File: src/rtl/kbd_responder.sv
// PS/2 keyboard receiver with E0/F0 prefix folding, a code FIFO and a one-read-per-access MMU response port.
// Response is registered one cycle after kbd_en is seen; the PS/2 side has no backpressure and a full FIFO drops the entry and sets ovf.
module kbd_responder #(
  parameter int FIFO_DEPTH     = 8,
  parameter int TIMEOUT_CYCLES = 20000
) (
  input  logic                          clk,
  input  logic                          rst_n,
  input  logic                          ps2_clk,
  input  logic                          ps2_data,
  input  logic                          kbd_en,
  output logic [15:0]                   kbd_respond,
  output logic                          kbd_r_ready,
  output logic [$clog2(FIFO_DEPTH):0]   fifo_count,
  output logic                          frame_err
);

  localparam int AW = $clog2(FIFO_DEPTH);
  localparam int CW = AW + 1;
  localparam int TW = $clog2(TIMEOUT_CYCLES + 1);

  typedef enum logic [1:0] {
    S_IDLE,
    S_DATA,
    S_PARITY,
    S_STOP
  } rx_state_t;

  logic            clk_s1, clk_s2, clk_h;
  logic            dat_s1, dat_s2;
  logic            fall;

  rx_state_t       state, state_nxt;
  logic [2:0]      bit_cnt, bit_cnt_nxt;
  logic [7:0]      shift, shift_nxt;
  logic            par, par_nxt;
  logic [TW-1:0]   to_cnt, to_nxt;
  logic            byte_ok, byte_bad;

  logic            ext, brk, ovf;
  logic            push_req, do_push, pop, ovf_set;
  logic [9:0]      mem [FIFO_DEPTH];
  logic [AW-1:0]   wr_ptr, rd_ptr;
  logic [9:0]      head;
  logic            empty, full;

  logic            en_r, en_rr, rd_trig;

  // Synchronisers idle high so reset never fakes a falling edge.
  always_ff @(posedge clk or negedge rst_n) begin
    if (!rst_n) begin
      clk_s1 <= 1'b1;
      clk_s2 <= 1'b1;
      clk_h  <= 1'b1;
      dat_s1 <= 1'b1;
      dat_s2 <= 1'b1;
    end else begin
      clk_s1 <= ps2_clk;
      clk_s2 <= clk_s1;
      clk_h  <= clk_s2;
      dat_s1 <= ps2_data;
      dat_s2 <= dat_s1;
    end
  end

  assign fall = clk_h & ~clk_s2;

  always_ff @(posedge clk or negedge rst_n) begin
    if (!rst_n) begin
      state   <= S_IDLE;
      bit_cnt <= '0;
      shift   <= '0;
      par     <= 1'b0;
      to_cnt  <= '0;
    end else begin
      state   <= state_nxt;
      bit_cnt <= bit_cnt_nxt;
      shift   <= shift_nxt;
      par     <= par_nxt;
      to_cnt  <= to_nxt;
    end
  end

  always_comb begin
    state_nxt   = state;
    bit_cnt_nxt = bit_cnt;
    shift_nxt   = shift;
    par_nxt     = par;
    to_nxt      = '0;
    byte_ok     = 1'b0;
    byte_bad    = 1'b0;
    if (state != S_IDLE && !fall) begin
      to_nxt = to_cnt + TW'(1);
      if (to_cnt == TW'(TIMEOUT_CYCLES - 1)) begin
        state_nxt = S_IDLE;
        to_nxt    = '0;
      end
    end else if (fall) begin
      case (state)
        S_IDLE: begin
          if (!dat_s2) begin
            state_nxt   = S_DATA;
            bit_cnt_nxt = '0;
          end
        end
        S_DATA: begin
          shift_nxt   = {dat_s2, shift[7:1]};
          bit_cnt_nxt = bit_cnt + 3'd1;
          if (bit_cnt == 3'd7) state_nxt = S_PARITY;
        end
        S_PARITY: begin
          par_nxt   = dat_s2;
          state_nxt = S_STOP;
        end
        S_STOP: begin
          if (dat_s2 && (^{shift, par})) byte_ok = 1'b1;
          else                           byte_bad = 1'b1;
          state_nxt = S_IDLE;
        end
        default: state_nxt = S_IDLE;
      endcase
    end
  end

  assign push_req = byte_ok && (shift != 8'hE0) && (shift != 8'hF0);

  // A bad frame also discards any pending prefix so a half-seen sequence cannot leak into the next key.
  always_ff @(posedge clk or negedge rst_n) begin
    if (!rst_n) begin
      ext       <= 1'b0;
      brk       <= 1'b0;
      frame_err <= 1'b0;
    end else begin
      frame_err <= byte_bad;
      if (byte_bad) begin
        ext <= 1'b0;
        brk <= 1'b0;
      end else if (byte_ok) begin
        if (shift == 8'hE0) begin
          ext <= 1'b1;
        end else if (shift == 8'hF0) begin
          brk <= 1'b1;
        end else begin
          ext <= 1'b0;
          brk <= 1'b0;
        end
      end
    end
  end

  assign empty   = (fifo_count == '0);
  assign full    = (fifo_count == CW'(FIFO_DEPTH));
  assign rd_trig = en_r & ~en_rr;
  assign pop     = rd_trig & ~empty;
  // A simultaneous pop frees the slot, so a push into a full FIFO is kept in that cycle.
  assign do_push = push_req & (~full | pop);
  assign ovf_set = push_req & full & ~pop;
  assign head    = mem[rd_ptr];

  always_ff @(posedge clk) begin
    if (do_push) mem[wr_ptr] <= {brk, ext, shift};
  end

  always_ff @(posedge clk or negedge rst_n) begin
    if (!rst_n) begin
      wr_ptr     <= '0;
      rd_ptr     <= '0;
      fifo_count <= '0;
      ovf        <= 1'b0;
    end else begin
      if (do_push) wr_ptr <= wr_ptr + AW'(1);
      if (pop)     rd_ptr <= rd_ptr + AW'(1);
      case ({do_push, pop})
        2'b10:   fifo_count <= fifo_count + CW'(1);
        2'b01:   fifo_count <= fifo_count - CW'(1);
        default: fifo_count <= fifo_count;
      endcase
      if (ovf_set)      ovf <= 1'b1;
      else if (rd_trig) ovf <= 1'b0;
    end
  end

  always_ff @(posedge clk or negedge rst_n) begin
    if (!rst_n) begin
      en_r        <= 1'b0;
      en_rr       <= 1'b0;
      kbd_respond <= 16'h0000;
      kbd_r_ready <= 1'b0;
    end else begin
      en_r  <= kbd_en;
      en_rr <= en_r;
      if (rd_trig) begin
        kbd_r_ready <= 1'b1;
        if (empty) kbd_respond <= {3'b000, ovf, 12'h000};
        else       kbd_respond <= {1'b1, head[9], head[8], ovf, 4'b0000, head[7:0]};
      end else if (!kbd_en) begin
        kbd_r_ready <= 1'b0;
        kbd_respond <= 16'h0000;
      end
    end
  end

endmodule

File: config.mk
export PLATFORM = sky130hd
export DESIGN_NAME = kbd_responder
export DESIGN_NICKNAME = d
export VERILOG_FILES = /design/src/rtl/kbd_responder.sv
export SDC_FILE = /design/constraint.sdc
export NUM_CORES = 1
export LEC_CHECK = 0
export ABC_AREA = 1
export BUFFER_PORTS_ARGS = -buffer_cell sky130_fd_sc_hd__buf_2
export CAP_MARGIN = 20
export CORE_MARGIN = 2
export CORE_UTILIZATION = 40
export DETAILED_ROUTE_END_ITERATION = 8
export PLACE_DENSITY = 0.67
export SETUP_SLACK_MARGIN = 0.4
export SYNTH_ARGS = -nofsm -noshare
export SYNTH_HDL_FRONTEND = slang
export SYNTH_SLANG_ARGS = --single-unit
File: constraint.sdc
create_clock -name clk -period 3.2 [get_ports clk]
set_input_delay 0.16 -clock clk [delete_from_list [all_inputs] [get_ports clk]]
set_output_delay 0.16 -clock clk [all_outputs]
set_load 0.02 [all_outputs]
== Word level (Yosys, flattened, before mapping) ==
Memory sizes are Yosys's and may differ from the RTL's.
Index checks and enable logic that the tools add are counted.
W data, S select, Z words.
Operators by class
  add/sub/neg operators: 6
  equal/unequal tests: 19
  muxes and demuxes: 36
  bitwise gates (word level): 13
  reductions and logical operators: 20
Operators with widths (number)
  $mux W16: 3
  $mux W15: 2
  $mux W1: 22
  $eq A8 B8 Y1 const B: 2
  $ne A8 B8 Y1 const B: 2
  $add A15 B1 Y15 const B: 1
  $eq A15 B15 Y1 const B: 1
  $reduce_bool A2 Y1: 6
  $mux W2: 5
  $add A3 B1 Y3 const B: 3
  $ne A3 B3 Y1 const B: 3
  $reduce_xor A9 Y1: 1
  $pmux W2 S4: 1
  $pmux W4 S2: 1
  $reduce_and A4 Y1: 2
  $and A1 B1 Y1: 6
  $eq A2 B2 Y1 const B: 3
  $not A1 Y1: 6
  $pmux W3 S2: 1
  $reduce_and A3 Y1: 2
  $add A4 B1 Y4 const B: 1
  $eq A2 B1 Y1 const B: 2
  $eq A4 B4 Y1 const B: 1
  $logic_and A1 B1 Y1: 4
  other kinds (10): 13
Word-level totals
  register bits: 67
  RAM bits: 80
  bits of input ports: 5
  output and inout bits: 22
  logic and storage cells: 116
  memories kept: 1
Memories
  mem: words 8, bits a word 10, rd ports 1, clocked after Yosys merged registers in 0, write ports 1, line 42  | logic [9:0] mem [FIFO_DEPTH];

== Depth between registers and ports, before layout ==
Gate-level depths: netlist (run 1).
  depth in word-level cells: 11
  depth in mapped cells: 18
  depth with buffers taken out: 18

== Least setup slack after synthesis (run 1) ==
OpenSTA, ideal clock, no wires.
  path type: register to register
  start point: register clk_h
  end point: register fifo_count[2]
  library setup time: 0.077 ns
  arrival: 2.368 ns
  required time: 3.123 ns
  path slack: 0.755 ns
  stages on the path, launching flop included: 14
  buffers on the path: 0
  period minus slack after synthesis: 2.445 ns
  cell sequence: dfstp_2 -> inv_1 -> nor2_2 -> nand2_1 -> nor3_4 -> nand3_2 -> ha_1 -> nand2_1 -> inv_1 -> nor2_1 -> ha_1 -> a21oi_1 -> or2_2 -> a21oi_1
Between the ends
  longest elaborated chain between the ends: 9
  elaborated cells on any way between the ends: 12
  those cells by class: eq/ne (2); mux (3); bitwise (2); reduce/logical (5)
Ends and longest elaborated chain
  start, declared: line 29  | logic clk_s1, clk_s2, clk_h;
  start signal, assigned: line 60  | clk_h <= clk_s2;
  $and A1 B1 Y1 *: line 66  | assign fall = clk_h & ~clk_s2;
  $logic_not A1 Y1: line 92  | if (state != S_IDLE && !fall) begin
  $logic_and A1 B1 Y1: line 92
  $mux W1 *: line 92
  $logic_and A1 B1 Y1 * (2 in series): line 125  | assign push_req = byte_ok && (shift != 8'hE0) && (shift != 8'hF0);
  $and A1 B1 Y1 *: line 156  | assign do_push = push_req & (~full | pop);
  $eq A2 B1 Y1 / $eq A2 B2 Y1 (equally long branches): line 173  | case ({do_push, pop})
  $pmux W4 S2 / $reduce_bool A2 Y1 (equally long branches)
  end signal, assigned: line 174  | 2'b10: fifo_count <= fifo_count + CW'(1);
  end signal, assigned: line 175  | 2'b01: fifo_count <= fifo_count - CW'(1);
  end signal, assigned: line 176  | default: fifo_count <= fifo_count;
  end, declared: line 14  | output logic [$clog2(FIFO_DEPTH):0] fifo_count,
Every way passes the cells marked *; elsewhere a longest branch is shown, timed or not.
A chain may end at the register's enable or synchronous reset.

== Worst setup path in the final report (run 1) ==
  start point: register shift[3]
  end point: register fifo_count[2]
Between the ends
  longest elaborated chain between the ends: 11
  elaborated cells on any way between the ends: 15
  those cells by class: eq/ne (4); mux (5); bitwise (1); reduce/logical (5)
Ends and longest elaborated chain
  start, declared: line 35  | logic [7:0] shift, shift_nxt;
  start signal, assigned: line 78  | shift <= shift_nxt;
  $reduce_xor A9 Y1: line 116  | if (dat_s2 && (^{shift, par})) byte_ok = 1'b1;
  $logic_and A1 B1 Y1: line 116
  $mux W1: line 116
  $mux W1: line 99  | case (state)
  $mux W1: line 98  | end else if (fall) begin
  $mux W1: line 92
  $logic_and A1 B1 Y1: line 125
  $logic_and A1 B1 Y1 *: line 125
  $and A1 B1 Y1 *: line 156
  $eq A2 B1 Y1 / $eq A2 B2 Y1 (equally long branches): line 173
  $pmux W4 S2 / $reduce_bool A2 Y1 (equally long branches)
Marks and branches as above.

==> key figures, run 1 <==
Global routing
  • Initial antenna violation count: 0
  • Largest net degree at the start of global routing: 44
  • GR Overflow Total: 0
  • GRT Overall Usage: 17.1%
  • First-pass GRT wire length: 21300 µm
  • Number of global-route vias before repair: 4268

Clock tree
  • Worst-skew pair later-pin latency: 0.42 ns
  • CTS root buf: clkbuf_16
  • Clock sink total: 143
  • Max Root-Sink Buffers: 2
  • H-Tree Depth: 4
  • CTS tree: built
  • Clock slew at reported path FFs: 0.06 ns
  • Num CTS Buffers: 17

Placement
  • Post-DP Area: 6480 µm²
  • Cell Count Post-Placement: 770
  • Final GP Congestion: 0.785
  • Final HPWL DP: 8040 µm
  • Port Buffer Count: 22

Worst setup path
  • CP startpoint kind: register
  • Worst setup EP type: register
  • Critical setup path kind: reg2reg
  • Required time of the critical path: 3.54 ns
  • Reg2reg path depth: 17
  • Register-to-register setup slack: 0.61 ns
  • Critical path arrival: 2.93 ns
  • CP Max Fanout: 8
  • Critical R2R Launch: shift[3]
  • R2r endpoint: fifo_count[2]

Power and ir drop
  • Leak Pwr: 3.05 nW
  • Pwr per Cell Area: 873 nW/µm²
  • Worst VDD drop: 0.447 mV
  • Tot Pwr: 6.40 mW

Timing
  • Final Max Tran Viols: 0
  • # setup viols final: 0
  • Unrepaired setup endpoints after global routing: false
  • Period Utilization, post-route: 80.8%
  • Final Hold Vio Count: 0
  • Worst-margin pin slew: 1.02 ns
  • Skew final: 0.00849 ns
  • Final min period: 2.59 ns
  • Headroom to the max-slew limit: 32.0%
  • Fmax: 387 MHz
  • Setup TNS: 0 ns

Yosys
  • Mapped Avg Cell Area: 10.8 µm²
  • Cell Area, Synth: 6110 µm²
  • Yosys warnings: 0
  • Synth cell types: 35
  • Synthesized instance count: 564
  • Post-synthesis sequential element count: 143
  • Sequential area share after synthesis: 65.3%

Finish
  • Non-filler cells, final: 822
  • Diodes inserted: 0
  • Layout Utilization: 48.8%
  • Design area: 7340 µm²
  • Net count, final: 638
  • Share of cells above drive strength 1: 18.8%
  • Area grow syn2layout: 20.2%

Die
  • Die span in x: 128 µm
  • Die height: 128 µm
  • Initial Util: 40.6%
  • DIE AREA: 16300 µm²
  • Row count: 45
  • Num ports: 27
  • Core area: 15000 µm²

Flow run
  • Max_cap viols: 0

Hold path
  • Type of the tightest min-delay check: in2async

Route
  • DR iter-0 viols: 310
  • Drt first pass iters: 4
  • DR WL/cell: 15.8 µm
  • Routed vias: 4220
  • Final ANT Viol Nets: 0
  • Vias per inst: 5.13
  • DRC: 0
  • Routed WL: 13000 µm

Status
  • Status: finished, final reports clean
==> cells in the mapped netlist (all sizes together) <==
cell type | n | area [µm²]
nor3 | 6 | 51.3
nor2 | 83 | 324
a32o | 2 | 20.0
o211ai | 8 | 60.1
inv | 54 | 203
a21oi | 15 | 75.1
nand3 | 31 | 165
nand4 | 7 | 56.3
clkbuf | 17 | 63.8
edfxtp | 80 | 2400
o31ai | 1 | 7.51
buf | 5 | 35.0
conb | 1 | 3.75
nor4 | 3 | 18.8
dfrtp | 58 | 1450
o21bai | 2 | 15.0
xnor2 | 4 | 35.0
or2 | 2 | 12.5
dfstp | 5 | 131
o22ai | 7 | 43.8
xor2 | 7 | 61.3
o221ai | 13 | 114
ha | 12 | 150
o21ai | 59 | 295
nand2 | 82 | 310
==> how the worst max path moves through the flow <==
stage	start	endpoint	slack, ns	cells past startpoint
after floorplan	clk_h	fifo_count[2]	0.75	13
after global placement	shift[3]	fifo_count[2]	0.60	17
after detailed placement	shift[4]	fifo_count[2]	0.43	17
after CTS	shift[0]	fifo_count[2]	0.41	17
after global routing	shift[3]	fifo_count[2]	0.39	18
final	shift[3]	fifo_count[2]	0.61	17
==> flip-flops by register name (all words and copies together) (netlist names), 2 cells and up <==
signal / flops
kbd_respond: 12
state: 2
fifo_count: 4
rd_ptr: 3
to_cnt: 15
mem: 80
bit_cnt: 3
wr_ptr: 3
shift: 8
==> worst max-delay path, cell delays in order, from the launching register on <==
cell,delay [ns]
dfrtp_2,0.44
buf_4,0.15
nand2_1,0.05
nand2_1,0.08
nand2_1,0.07
nand2_1,0.09
nand3_2,0.10
nand2_2,0.06
nor2_4,0.22
nand3_4,0.13
ha_2,0.23
nand2_1,0.07
inv_1,0.06
nor2_2,0.11
ha_1,0.15
a21oi_1,0.05
or2_2,0.31
a21oi_1,0.15
==> what timing repair did <==
item	CTS	global route
endpoints found under the hold margin	28	0
endpoints found under the setup margin	1	2
resized for setup	1	12
hold buffers	4	0
setup buffers	0	16
pin swaps	0	2
==> cell type report <==
cell class	count	area, µm²
Multi-Input combinational cell	348	1850
Fill cell	1336	7700
Tap cell	188	235
Inverter	54	203
Sequential cell	143	4000
Clock inverter	14	229
Clock buffer	18	439
Timing Repair Buffer	57	383
==> per-layer routing <==
layer | share of wire [%] | GRT usage, % | vias up
li1 | - | - | 2048
met1 | 43 | 20.5 | 2052
met2 | 50 | 29.0 | 101
met3 | 5.2 | 5.28 | 19
met4 | 1.7 | 6.53 | 0
met5 | 0 | 0 | -
==> power by group <==
group | switching (mW) | internal [mW] | total, mW | leakage [nW]
logic | 1.12 | 0.621 | 1.74 | 1.16
registers | 0.218 | 2.23 | 2.45 | 1.56
clock network | 0.793 | 1.42 | 2.21 | 0.325
total | 2.13 | 4.27 | 6.40 | 3.05
==> cell usage in the layout (no fill, tap or decap), types with 8 or more instances in the layout <==
master,count
dfrtp_2,8
nor2_1,79
o221ai_1,13
nand3_1,29
nand2_1,80
dfrtp_1,50
inv_1,50
buf_4,31
ha_1,11
o21ai_0,56
a21oi_1,15
buf_2,22
edfxtp_1,80
clkbuf_16,17
o211ai_1,8
==> kinds of logic after synthesis <==
family / Yosys count / synth area share, %
DFF: 143 / 65.3
AOI/OAI and AO/OA: 107 / 10.3
xor gates and xnor gates: 11 / 1.58
buffers and inverters: 76 / 4.94
other: 1 / 0.0614
adders and majority gates: 12 / 2.46
and+or+nand+nor: 214 / 15.4
==> metrics by stage <==
stage	hold WS (ns)	setup slack, ns
6_report	0.337	0.614
5_1_grt	0.363	0.388
3_3_place_gp	0.245	0.597
2_1_floorplan	-0.136	0.755
3_5_place_dp	0.260	0.431
4_1_cts	0.345	0.407
Note: power is estimated with default switching activity, not from simulation.
==> run 2: changes to the inputs <==
- ABC_AREA: 1 -> 0
- clock period: 3.2 -> 2.6 ns (I/O delays scaled with it)
==> key figures, run 2 <==
Status
  • Status: finished, final reports clean

Yosys
  • Synth cell types: 49 (+40%)
  • Post-synthesis sequential element count: 143 (unchanged)
  • Count leader, synth: edfxtp_1
  • Yosys warnings: 0 (unchanged)
  • Synth cell count leaders: 80 x edfxtp_1, 58 x dfrtp_1, 33 x nand2_1
  • Most used flip-flop cell after synthesis: edfxtp_1
  • EDFF count, synth: 80 (unchanged)
  • Cell Area, Synth: 5940 µm² (-2.7%)
  • Synth top area share: 40.4% (+1.1 points)
  • Top cells by area, synth: edfxtp_1 40%, dfrtp_1 24%, mux4_2 7.6%, ha_1 2.5%, dfstp_2 2.2%
  • Synthesized instance count: 391 (-31%)
  • Sequential area share after synthesis: 67.1% (+1.8 points)
  • Area leader, netlist: edfxtp_1
  • Mapped Avg Cell Area: 15.2 µm² (+40%)
  • Share of flip-flops with an asynchronous set or reset: 44.1% (unchanged)

Worst setup path
  • CP startpoint kind: register
  • Critical Path Source: shift[5]
  • Required time of the critical path: 2.89 ns (-0.65 ns)
  • Critical setup path kind: reg2reg
  • CP Max Fanout: 5 (-3)
  • Critical R2R Launch: shift[5]
  • Critical path arrival: 2.79 ns (-0.14 ns)
  • Worst setup EP type: register

Die
  • Die height: 126 µm (-1.3%)
  • Row count: 44 (-2.2%)
  • Core area: 14500 µm² (-3.3%)
  • Die span in x: 126 µm (-1.3%)
  • Initial Util: 40.9% (+0.25 points)
  • DIE AREA: 15800 µm² (-2.6%)
  • Num ports: 27 (unchanged)

Route
  • Routed WL: 11300 µm (-13%)
  • DR iter-0 viols: 179 (-42%)
  • Routed vias: 3369 (-20%)
  • Final ANT Viol Nets: 0 (unchanged)
  • Drt first pass iters: 4 (unchanged)
  • Vias per inst: 5.04 (-1.9%)
  • DRC: 0 (unchanged)
  • DR WL/cell: 16.8 µm (+6.5%)

Timing
  • Final Max Tran Viols: 0 (unchanged)
  • Period Utilization, post-route: 96.0% (+15 points)
  • Fmax: 401 MHz (+3.6%)
  • Worst-margin pin slew: 0.878 ns (-0.138 ns)
  • Worst hold slack: 0.356 ns (+0.0186 ns)
  • Final Hold Vio Count: 0 (unchanged)
  • Skew final: 0.00819 ns (-0.000307 ns)
  • Setup TNS: 0 ns (unchanged)
  • Headroom to the max-slew limit: 41.5% (+9.5 points)
  • # setup viols final: 0 (unchanged)
  • Final min period: 2.50 ns (-0.0899 ns)
  • Unrepaired setup endpoints after global routing: true

Global routing
  • GRT Overall Usage: 14.7% (-2.4 points)
  • GR Overflow Total: 0 (unchanged)
  • First-pass GRT wire length: 17800 µm (-16%)
  • Initial antenna violation count: 0 (unchanged)
  • Largest net degree at the start of global routing: 38 (-14%)
  • Number of global-route vias before repair: 3563 (-17%)

Clock tree
  • CTS root buf: clkbuf_16
  • Clock sink total: 143 (unchanged)
  • Max Root-Sink Buffers: 2 (unchanged)
  • H-Tree Depth: 4 (unchanged)
  • CTS tree: built
  • Worst-skew pair later-pin latency: 0.42 ns (about the same)
  • Clock slew at reported path FFs: 0.06 ns (about the same)
  • Num CTS Buffers: 17 (unchanged)

Flow run
  • Max_cap viols: 0 (unchanged)

Finish
  • Net count, final: 489 (-23%)
  • Fillers: 1204 (-9.9%)
  • Diodes inserted: 0 (unchanged)
  • Max reg flops: 80 (unchanged)
  • Commonest non-fill, non-tap cells in the layout: 80 x edfxtp_1, 56 x dfrtp_1, 32 x nand2_1
  • Share of cells above drive strength 1: 32.2% (+13 points)
  • Top reg by flops: mem
  • Area grow syn2layout: 26.0%
  • Commonest non-fill, non-tap cell in the layout: edfxtp_1
  • Largest registers: mem: 80 flops, to_cnt: 15 flops, kbd_respond: 12 flops

Placement
  • Final GP Congestion: 0.747 (-4.8%)
  • Port Buffer Count: 22 (unchanged)
  • Final HPWL DP: 7000 µm (-13%)

Hold path
  • Type of the tightest min-delay check: reg2reg
  • Hold Startpoint: clk_s1

Power and ir drop
  • Leak Pwr: 2.94 nW (-3.5%)
  • Worst VDD drop: 0.525 mV (+18%)
  • Pwr per Cell Area: 1100 nW/µm² (+26%)
## run 2: changes by cell type after synthesis, moves of 9 or more
cell,delta
nand2_1,-48
clkbuf_1,-10
inv_1,-41
mux2i_1,+13
a21oi_1,-9
o21ai_0,-37
nand3_1,-17
o221ai_1,-13
mux4_2,+20
nor2_1,-51
## run 2: cell families (layout without fill, tap and decap cells)
group           Yosys count  in the layout  synth area share [%]
mux                      42             42                  11.5
other cells               1              4                0.0631
compound gates           34             34                  3.27
fa+ha+maj                12             12                  2.53
buf+inv                  25            116                  1.87
flops                   143            143                  67.1
simple gates            106            106                  8.68
xor+xnor                 28             28                  4.95
## run 2: critical path, cell delays in order (launching register included)
cell,delay (ns)
dfrtp_2,0.42
xnor2_1,0.13
xnor3_2,0.48
xnor2_4,0.16
and2_4,0.18
inv_4,0.04
ha_4,0.17
xor2_1,0.14
ha_2,0.18
a21oi_2,0.11
xor2_1,0.16
nor2_1,0.06
xor2_1,0.13
## run 2: path summary, 6_finish.rpt
check	depth (start not counted)	slack, ns	end
worst max-delay path	12	0.10	fifo_count[2]
worst min-delay path	0	0.36	clk_s2
worst max register to register	12	0.10	fifo_count[2]
worst min register to register	0	0.36	clk_s2
max in group asynchronous	3	1.43	clk_h
min in group asynchronous	2	0.37	en_rr
## run 2: where the power goes
group	total (mW)	switching, mW	internal (mW)
Sequential	3.17	0.359	2.82
Combinational	2.58	1.21	1.37
Clock	2.49	0.888	1.60
Total	8.24	2.46	5.79
## run 2: per-layer routing
metal | track usage (%) | wire [µm] | up-vias | share of wire [%]
li1 | - | - | 1604 | -
met1 | 18.3 | 4840 | 1694 | 43
met2 | 24.5 | 5820 | 58 | 52
met3 | 4.08 | 430 | 13 | 3.8
met4 | 5.56 | 155 | 0 | 1.4
met5 | 0 | 0 | - | 0
## run 2: final cells by class
cell class | instances | area [µm²] | share of cell area (%)
multi-input combinational | 226 | 1980 | 26.5
clock inverter | 11 | 161 | 2.16
sequential | 143 | 3990 | 53.3
tap | 184 | 230 | 3.08
timing repair buffer | 74 | 642 | 8.57
inverter | 10 | 40.0 | 0.535
clock buffer | 21 | 440 | 5.88
## run 2: repair_timing
action / in CTS / in global routing
setup buffers: 10 / 12
resized for setup: 10 / 19
endpoints found under the setup margin: 83 / 63
hold buffers: 4 / 0
pin swaps: 9 / 6
hold endpoints to repair: 40 / 0
cloned: 0 / 3
## run 2: metrics by stage
| stage | utilization (%) | instances | setup WS [ns] | power [mW] | area [µm²] |
|---|---|---|---|---|---|
| finish | 51.5 | 669 | 0.104 | 8.24 | 7490 |
| global route | 51.5 | 669 | -0.0272 | 8.66 | 7490 |
| CTS | 50.2 | 654 | 0.126 | 8.03 | 7300 |
| detailed placement | 44.6 | 608 | 0.108 | 5.45 | 6480 |
| global placement | 44.6 | 608 | 0.116 | 5.38 | 6480 |
| floorplan | - | 394 | 0.0377 | 4.77 | 6050 |
==> run 3: changes to the inputs <==
--- a/config.mk
+++ b/config.mk
@@ -13,2 +13,3 @@
 export DETAILED_ROUTE_END_ITERATION = 8
+export GPL_ROUTABILITY_DRIVEN = 1
 export PLACE_DENSITY = 0.67
--- a/constraint.sdc
+++ b/constraint.sdc
@@ -3,2 +3,2 @@
 set_output_delay 0.13 -clock clk [all_outputs]
-set_load 0.02 [all_outputs]
+set_load 0.005 [all_outputs]
==> key figures, run 3 (same netlist as run 2, synthesis figures left out) <==
Timing
  • Fmax: 410 MHz (+2.4%)
  • # setup viols final: 0 (unchanged)
  • Worst-margin pin slew: 0.860 ns (-0.0172 ns)
  • Setup TNS: 0 ns (unchanged)
  • Period Utilization, post-route: 93.7% (-2.3 points)
  • Final min period: 2.44 ns (-0.0591 ns)
  • Unrepaired setup endpoints after global routing: true
  • Skew final: 0.00768 ns (-0.000500 ns)
  • Final Hold Vio Count: 0 (unchanged)
  • Worst hold slack: 0.357 ns (+0.00119 ns)
  • Headroom to the max-slew limit: 42.6% (+1.1 points)
  • Final Max Tran Viols: 0 (unchanged)

Clock tree
  • Max Root-Sink Buffers: 2 (unchanged)
  • Num CTS Buffers: 17 (unchanged)
  • CTS root buf: clkbuf_16
  • CTS tree: built
  • Clock slew at reported path FFs: 0.06 ns (about the same)
  • H-Tree Depth: 4 (unchanged)
  • Worst-skew pair later-pin latency: 0.42 ns (about the same)
  • Clock sink total: 143 (unchanged)

Global routing
  • First-pass GRT wire length: 17700 µm (-0.78%)
  • Initial antenna violation count: 0 (unchanged)
  • Met2 Use GR: 24.5% (-0.064 points)
  • Largest net degree at the start of global routing: 38 (unchanged)
  • GR peak layer: met2
  • M1 GR Usage: 18.2% (-0.059 points)
  • GR Overflow Total: 0 (unchanged)
  • Met3 GRT Util: 3.74% (-0.34 points)
  • GRT Overall Usage: 14.8% (+0.095 points)
  • Number of global-route vias before repair: 3442 (-3.4%)

Finish
  • Net count, final: 486 (-0.61%)
  • Area grow syn2layout: 24.9%
  • Largest registers: mem: 80 flops, to_cnt: 15 flops, kbd_respond: 12 flops
  • Top reg by flops: mem
  • Non-filler cells, final: 666 (-0.45%)
  • Commonest non-fill, non-tap cells in the layout: 80 x edfxtp_1, 56 x dfrtp_1, 32 x nand2_1
  • Share of cells above drive strength 1: 32.8% (+0.62 points)
  • Commonest non-fill, non-tap cell in the layout: edfxtp_1
  • Max reg flops: 80 (unchanged)
  • Diodes inserted: 0 (unchanged)

Worst setup path
  • Critical setup path kind: reg2reg
  • Cell Chain, Critical Path: xnor2_1 -> xnor3_2 -> xnor2_4 -> and2_4 -> inv_4 -> ha_4 -> xor2_2 -> ha_2 -> a21oi_2 -> xor2_1 -> nor2_1 -> xor2_1
  • Required time of the critical path: 2.90 ns (about the same)
  • Critical path arrival: 2.74 ns (-0.05 ns)
  • Worst setup EP type: register
  • CP Max Fanout: 2 (-3)
  • Reg2reg path depth: 12 (unchanged)
  • Slowest CP cell: xnor3_2
  • CP startpoint kind: register
  • Slowest stage delay, CP: 0.48 ns (about the same)
  • Cell mode on critical path: xor2_1

Route
  • Drt first pass iters: 4 (unchanged)
  • DR iter-0 viols: 196 (+9.5%)
  • Vias per inst: 5.04 (about the same)
  • Routed vias: 3356 (-0.39%)
  • DRC: 0 (unchanged)
  • Routed WL: 10800 µm (-4.0%)
  • Final ANT Viol Nets: 0 (unchanged)
  • DR WL/cell: 16.2 µm (-3.6%)

Die
  • Die height: 126 µm (unchanged)
  • Die span in x: 126 µm (unchanged)
  • DIE AREA: 15800 µm² (unchanged)
  • Row count: 44 (unchanged)
  • Num ports: 27 (unchanged)
  • Initial Util: 40.9% (unchanged)
  • Core area: 14500 µm² (unchanged)

Power and ir drop
  • Pwr per Cell Area: 1090 nW/µm² (-1.2%)
  • Leak Pwr: 2.91 nW (-1.1%)
  • Worst VDD drop: 0.618 mV (+18%)

Placement
  • Cell Count Post-Placement: 608 (unchanged)
  • Port Buffer Count: 22 (unchanged)
  • Final HPWL DP: 7040 µm (+0.56%)
  • Final GP Congestion: 0.747 (about the same)

Flow run
  • Max_cap viols: 0 (unchanged)

Hold path
  • Type of the tightest min-delay check: in2async

Status
  • Status: finished, final reports clean
[run 3: critical path, delay by kind of cell, from the launching register on]
kind | cells | cell delay [ns]
adder cells (fa/ha/maj) | 2 | 0.34
AND/OR/NAND/NOR | 2 | 0.23
buffers and inverters | 1 | 0.04
flip-flops | 1 | 0.40
AO/OA/AOI/OAI | 1 | 0.11
XOR/XNOR | 6 | 1.20
[run 3: final cells by class]
| class | instances | area [µm²] |
|---|---|---|
| clock buffer | 19 | 443 |
| clock inverter | 13 | 161 |
| fill | 1212 | 7110 |
| inverter | 10 | 40.0 |
| multi-input combinational | 226 | 1980 |
| sequential | 143 | 3990 |
| tap | 184 | 230 |
| timing repair buffer | 71 | 582 |
[run 3: path summary, 6_finish.rpt]
path,from,to,slack (ns)
worst max-delay path,shift[2],fifo_count[2],0.16
worst min-delay path,rst_n,en_rr,0.36
worst max register to register,shift[2],fifo_count[2],0.16
worst min register to register,dat_s1,dat_s2,0.36
max in group asynchronous,rst_n,clk_s1,1.45
min in group clk,dat_s1,dat_s2,0.36
[run 3: through the flow]
stage	power (mW)	worst slack (ns)	utilization, %	instance area [µm²]
after global placement	5.27	0.116	44.6	6480
after CTS	8.10	0.153	50.6	7350
final	8.07	0.163	51.1	7420
after floorplan	4.66	0.0523	-	6050
after global routing	8.50	0.0275	51.1	7420
after detailed placement	5.35	0.102	44.6	6480
[run 3: where the power goes]
group	total [mW]	internal [mW]	switching, mW
Combinational	2.45	1.35	1.11
Clock	2.45	1.54	0.919
Sequential	3.17	2.82	0.353
[run 3: repair_timing]
item	in CTS	in global routing
hold endpoints to repair	40	0
pin swaps	10	5
gates resized for setup	13	13
buffers inserted	16	3
endpoints found under the setup margin	83	83
hold buffers	4	0
gates cloned	2	1
[run 3: routing by layer]
metal  vias to the layer above  part of all wire, %
met1                      1688                   44
met2                        57                   51
met5                         -                    0
met4                         0                  1.8
met3                        15                  3.4
li1                       1596                    -
